## src/rtl/seq_player.sv

```systemverilog
// Sequence player: steps an index through a loadable table at a prescaled rate,
// in wrap, ping-pong or one-shot order, and presents the selected entry on oNum.
module seq_player #(
    parameter int DATA_W  = 4,
    parameter int DEPTH   = 16,
    parameter int PTR_W   = 4,
    parameter int PRESC_W = 8
) (
    input  logic               rClk,
    input  logic               iRst_n,
    input  logic               iEn,
    input  logic               iDir,
    input  logic [1:0]         iMode,
    input  logic [PTR_W:0]     iLen,
    input  logic [PRESC_W-1:0] iPresc,
    input  logic               iClr,
    input  logic               iWr,
    input  logic [PTR_W-1:0]   iWrAddr,
    input  logic [DATA_W-1:0]  iWrData,
    output logic [DATA_W-1:0]  oNum,
    output logic [PTR_W-1:0]   oIdx,
    output logic               oTick,
    output logic               oWrap,
    output logic               oDone
);

    typedef enum logic {
        ST_RUN  = 1'b0,
        ST_DONE = 1'b1
    } state_t;

    localparam logic [1:0]     MODE_PP  = 2'b01;
    localparam logic [1:0]     MODE_ONE = 2'b10;
    localparam logic [PTR_W:0] LEN_MAX  = (PTR_W + 1)'(DEPTH);
    localparam logic [PTR_W:0] LEN_ONE  = (PTR_W + 1)'(1);

    logic [DATA_W-1:0]  tbl_q [DEPTH];
    logic [DATA_W-1:0]  tbl_d [DEPTH];
    logic [PTR_W-1:0]   idx_q, idx_d;
    logic [DATA_W-1:0]  num_q, num_d;
    logic [PRESC_W-1:0] presc_q, presc_d;
    logic               tick_q, tick_d;
    logic               wrap_q, wrap_d;
    logic               dir_q, dir_d;
    state_t             state_q, state_d;

    logic [PTR_W:0]     len_eff;
    logic [PTR_W-1:0]   last_idx;
    logic               eff_dir;
    logic               step_en;
    logic               at_end;

    // Length clamp: zero means one entry, anything above DEPTH means DEPTH.
    always_comb begin
        len_eff = iLen;
        if (iLen == '0) begin
            len_eff = LEN_ONE;
        end else if (iLen > LEN_MAX) begin
            len_eff = LEN_MAX;
        end
        last_idx = PTR_W'(len_eff - LEN_ONE);
    end

    // Ping-pong runs on its own direction register; other modes follow iDir.
    assign eff_dir = (iMode == MODE_PP) ? dir_q : iDir;
    assign step_en = iEn && (presc_q == iPresc) && (state_q == ST_RUN);

    always_comb begin
        tbl_d   = tbl_q;
        idx_d   = idx_q;
        num_d   = tbl_q[idx_q];
        presc_d = presc_q;
        tick_d  = 1'b0;
        wrap_d  = 1'b0;
        dir_d   = (iMode == MODE_PP) ? dir_q : iDir;
        state_d = state_q;
        at_end  = 1'b0;

        if (iWr) begin
            tbl_d[iWrAddr] = iWrData;
        end

        if (iClr) begin
            idx_d   = iDir ? last_idx : '0;
            presc_d = '0;
            dir_d   = iDir;
            state_d = ST_RUN;
        end else if (step_en) begin
            presc_d = '0;
            tick_d  = 1'b1;
            if ({1'b0, idx_q} >= len_eff) begin
                idx_d = eff_dir ? last_idx : '0;
            end else if (iMode == MODE_PP) begin
                if (len_eff == LEN_ONE) begin
                    idx_d  = '0;
                    wrap_d = 1'b1;
                end else if (!dir_q) begin
                    if (idx_q == last_idx) begin
                        dir_d  = 1'b1;
                        idx_d  = last_idx - 1'b1;
                        wrap_d = 1'b1;
                    end else begin
                        idx_d = idx_q + 1'b1;
                    end
                end else begin
                    if (idx_q == '0) begin
                        dir_d  = 1'b0;
                        idx_d  = PTR_W'(1);
                        wrap_d = 1'b1;
                    end else begin
                        idx_d = idx_q - 1'b1;
                    end
                end
            end else begin
                at_end = eff_dir ? (idx_q == '0) : (idx_q == last_idx);
                if (at_end) begin
                    wrap_d = 1'b1;
                    if (iMode == MODE_ONE) begin
                        state_d = ST_DONE;
                    end else begin
                        idx_d = eff_dir ? last_idx : '0;
                    end
                end else begin
                    idx_d = eff_dir ? (idx_q - 1'b1) : (idx_q + 1'b1);
                end
            end
        end else if (iEn && (state_q == ST_RUN)) begin
            presc_d = presc_q + 1'b1;
        end
    end

    always_ff @(posedge rClk or negedge iRst_n) begin
        if (!iRst_n) begin
            for (int i = 0; i < DEPTH; i++) begin
                tbl_q[i] <= '0;
            end
            idx_q   <= '0;
            num_q   <= '0;
            presc_q <= '0;
            tick_q  <= 1'b0;
            wrap_q  <= 1'b0;
            dir_q   <= 1'b0;
            state_q <= ST_RUN;
        end else begin
            tbl_q   <= tbl_d;
            idx_q   <= idx_d;
            num_q   <= num_d;
            presc_q <= presc_d;
            tick_q  <= tick_d;
            wrap_q  <= wrap_d;
            dir_q   <= dir_d;
            state_q <= state_d;
        end
    end

    assign oNum  = num_q;
    assign oIdx  = idx_q;
    assign oTick = tick_q;
    assign oWrap = wrap_q;
    assign oDone = (state_q == ST_DONE);

endmodule

```

## config.mk

```make
export PLATFORM = sky130hd
export DESIGN_NAME = seq_player
export DESIGN_NICKNAME = d
export VERILOG_FILES = /design/src/rtl/seq_player.sv
export SDC_FILE = /design/constraint.sdc
export NUM_CORES = 1
export LEC_CHECK = 0
export ABC_AREA = 0
export CORE_MARGIN = 2
export CORE_UTILIZATION = 40
export CTS_BUF_LIST = sky130_fd_sc_hd__clkbuf_16
export DETAILED_ROUTE_END_ITERATION = 8
export GPL_TIMING_DRIVEN = 0
export PLACE_DENSITY = 0.57
export SYNTH_ARGS = -nofsm -noshare
export SYNTH_HDL_FRONTEND = slang
export SYNTH_SLANG_ARGS = --single-unit
export TNS_END_PERCENT = 10
```

## constraint.sdc

```tcl
create_clock -name rClk -period 3.35 [get_ports rClk]
set_clock_uncertainty 0.2 [all_clocks]
set_input_delay 0.335 -clock rClk [delete_from_list [all_inputs] [get_ports rClk]]
set_output_delay 0.335 -clock rClk [all_outputs]
set_load 0.02 [all_outputs]
```

==> impl_metrics.csv, run 1 <==
group,metric,value,unit
outcome,status,"finished, final reports clean",
final_layout,nets,475,
die,core,0.0115,sq mm
grt,grt_overflow,0,
yosys,yosys_most_used_dff,"dfrtp_1",
yosys,muxShareOfSynthArea,26.3,%
timing,relSlewSlack,37.8,%
setup_path,path_max_fanout,4,
flow_run,maxCapViolCount,0,
die,die_h,113,um
yosys,synth_nets,422,
yosys,synth-edff-count,0,
cts,cts.sinks,84,
final_layout,drive_gt1_share,28.7,%
die,die_x,113,um
die,die_area,0.0127,sq mm
place,placed_area,0.00531,sq mm
detailed_routing,postRouteWirelength,10700,um
grt,antenna_found_initial,0,
detailed_routing,vias_per_cell,5.54,
yosys,synth_seq_cells,84,
final_layout,final_area,0.00564,sq mm
timing,setup_violations,0,
timing,worst_pin_slew,921,ps
grt,grt_pass1_vias,3389,
yosys,synthDistinctLibCells,61,
yosys,synth_top_family_by_area,"multiplexers",
yosys,syn-cell-area,0.00473,sq mm
cts,htree_levels,3,
final_layout,antenna_cells,0,
timing,hold_violations,0,
grt,grt_max_degree,74,
setup_path,criticalPathCategory,"in -> reg",
grt,grt_pass1_wl,17700,um
yosys,synthXorXnorAreaFrac,4.74,%
place,dp_hpwl,7710,um
detailed_routing,remaining_drc_errors,0,
final_layout,n_fill_cell,1039,
setup_path,crit_required,3350,ps
detailed_routing,drt_iter0_markers,186,
grt,grt_use_total,17.8,%
die,ios,40,
cts,clk_pin_slew_worst_paths,60,ps
detailed_routing,drt-pass1-iter-count,4,
cts,cts_buffer_depth,2,
final_layout,final_util,49.2,%
detailed_routing,vias,3226,
setup_path,end_kind,"register",
yosys,synth_compound_area_share,7.89,%
cts,root_buffer,"clkbuf_16",
power_and_ir_drop,powerDensity,594,mW/mm^2
cts,cts_inserted_buffers,9,
yosys,postSynthAreaPerCell,12.4,sq um
place,place_ws,-664,ps
die,fp-row-count,39,
timing,min_period,3130,ps
timing,setup_ws,219,ps
power_and_ir_drop,peakVddDrop,0.310,mV
timing,fin_tns_setup,0,ps
yosys,yosys.area_share.simple,11.2,%
yosys,async_reset_ff_share,100,%
final_layout,area_growth_syn_to_layout,19.3,%
yosys,netlist.area_leader.share,44.5,%
place,gp_congestion,0.896,
die,start_util,41.2,%
yosys,synth_top_cell_by_area,"dfrtp_1",
detailed_routing,ant_nets,0,
power_and_ir_drop,p_leak,2.38,nW
yosys,yosysSeqAreaShare,44.5,%
place,port_buffers,38,
yosys,synth_adder_area_share,3.18,%
setup_path,cp.arrival,3140,ps
timing,timing.fmax,319,MHz
detailed_routing,wire_per_inst,18.4,um
yosys,ys_warn_count,0,
setup_path,startpoint_type,"input port",
timing,rsz0062_at_grt,"false",
yosys,syn-instance-count,381,
hold_path,hp-class,"in -> async",
cts,cts_tree,"done",
timing,slew_violations,0,
timing,fin_crit_sh,93.5,%
yosys,ys_top_cells_by_area,"dfrtp_1 (44%), mux2_2 (15%), mux4_2 (9.5%)",
cts,clock_latency,340,ps
timing repair:
item,in CTS,in global routing
setup endpoints to repair,5,5
hold buffers,1,0
pin swaps,0,2
setup buffers,0,2
resized for setup,4,3
hold endpoints to repair,84,0
where the power goes:
group / switching (mW) / internal, mW
Clock: 0.431 / 0.513
Combinational: 0.488 / 0.568
Sequential: 0.113 / 1.23
sequential cells by signal, indices dropped and copies added, names as in the netlist:
signal / count
oIdx: 4
oTick: 1
oDone: 1
oWrap: 1
tbl_q: 64
presc_q: 8
oNum: 4
dir_q: 1
cells in the mapped netlist (3+ instances only):
library cell	number
dfrtp_1	84
mux2_2	64
nor2_1	33
mux4_2	20
nand2_1	16
xor2_1	15
ha_1	12
nand3_1	11
inv_1	8
o21ai_0	8
xnor2_1	8
mux2i_1	7
nor2b_1	7
a21oi_1	6
clkbuf_1	6
nand2b_1	6
nor3_1	5
a31oi_1	4
nand4_1	4
buf_1	3
buf_2	3
per-stage QoR:
| step | total power [mW] | cells | hold WS (ps) |
|---|---|---|---|
| 2_1_floorplan | 2.07 | 381 | -161 |
| 3_3_place_gp | 2.39 | 562 | 283 |
| 3_5_place_dp | 2.41 | 563 | 1.49 |
| 4_1_cts | 3.37 | 580 | 180 |
| 5_1_grt | 3.52 | 582 | 187 |
| 6_report | 3.35 | 582 | 187 |
layout by cell type (no fill, tap or decap), types with 3 or more instances in the layout:
| master | count |
|---|---|
| o21ai_0 | 8 |
| nand2b_1 | 6 |
| a21oi_1 | 6 |
| nand4_1 | 4 |
| clkbuf_16 | 9 |
| xor2_1 | 15 |
| clkdlybuf4s50_1 | 36 |
| clkbuf_1 | 6 |
| mux2i_1 | 7 |
| inv_1 | 8 |
| buf_2 | 3 |
| buf_4 | 5 |
| xnor2_1 | 8 |
| ha_1 | 12 |
| nand3_1 | 11 |
| a31oi_1 | 4 |
| dfrtp_1 | 84 |
| nor2_1 | 33 |
| inv_6 | 3 |
| mux4_2 | 20 |
| nor2b_1 | 7 |
| nor3_1 | 4 |
| mux2_2 | 64 |
| nand2_1 | 16 |
kinds of logic after synthesis:
group / after synthesis
mux: 91
fa+ha+maj: 12
buf+inv: 24
compound gates: 47
simple gates: 99
flops: 84
xor+xnor: 24
critical path, cell delays in order:
cell             delay (ps)
clkdlybuf4s50_1         460
nor3_1                  250
o21bai_2                130
inv_1                   150
ha_1                    160
inv_1                    50
o41ai_1                 740
nor2_1                  170
o21ai_0                 200
mux2i_1                  90
o21ai_0                 260
a31oi_1                 140
area by class of cell:
type	instances	area [sq um]	area share [%]
multi-input cells	273	2530	44.9
inverters	9	33.8	0.599
repair buffers	42	433	7.68
clock inverters	7	55.1	0.976
clock buffers	9	225	3.99
flip-flops and latches	84	2100	37.3
well taps	143	179	3.17
plain buffers	15	76.3	1.35
metal layers:
layer	global-route usage (%)	up-vias	wire, um	share of wire (%)
met5	0	-	0	0
met4	4.47	0	84	0.79
met3	3.48	12	425	4.0
met2	30.5	77	5300	50
met1	23.3	1621	4870	46
li1	-	1516	-	-
worst paths after layout:
| kind | startpoint | end | slack (ps) | depth (start not counted) |
|---|---|---|---|---|
| setup / recovery | iLen[1] | oIdx[1]$_DFFE_PN0P_ | 220 | 12 |
| hold / removal | iRst_n | presc_q[4]$_DFFE_PN0P_ | 190 | 2 |
| setup reg to reg | oIdx[0]$_DFFE_PN0P_ | oIdx[2]$_DFFE_PN0P_ | 310 | 11 |
| hold reg to reg | tbl_q[53]$_DFFE_PN0P_ | tbl_q[53]$_DFFE_PN0P_ | 300 | 1 |
| max in group asynchronous | iRst_n | oIdx[0]$_DFFE_PN0P_ | 2170 | 3 |
| min in group rClk | tbl_q[53]$_DFFE_PN0P_ | tbl_q[53]$_DFFE_PN0P_ | 300 | 1 |
Power figures use the tool's default switching activity.
==> run 2, diff against run 1 <==
--- a/config.mk
+++ b/config.mk
@@ -6,6 +6,7 @@
 export NUM_CORES = 1
 export LEC_CHECK = 0
 export ABC_AREA = 0
+export ABC_CLOCK_PERIOD_IN_PS = 3350
 export CORE_MARGIN = 2
 export CORE_UTILIZATION = 40
 export CTS_BUF_LIST = sky130_fd_sc_hd__clkbuf_16
==> results of run 2 <==
Same layout as run 1: the final DEF is identical, and so are final timing and power.
==> run 3, diff against run 2 <==
--- a/config.mk
+++ b/config.mk
@@ -6,7 +6,6 @@
 export NUM_CORES = 1
 export LEC_CHECK = 0
 export ABC_AREA = 0
-export ABC_CLOCK_PERIOD_IN_PS = 3350
 export CORE_MARGIN = 2
 export CORE_UTILIZATION = 40
 export CTS_BUF_LIST = sky130_fd_sc_hd__clkbuf_16
==> results of run 3 <==
Same layout as run 1: the final DEF is identical, and so are final timing and power.
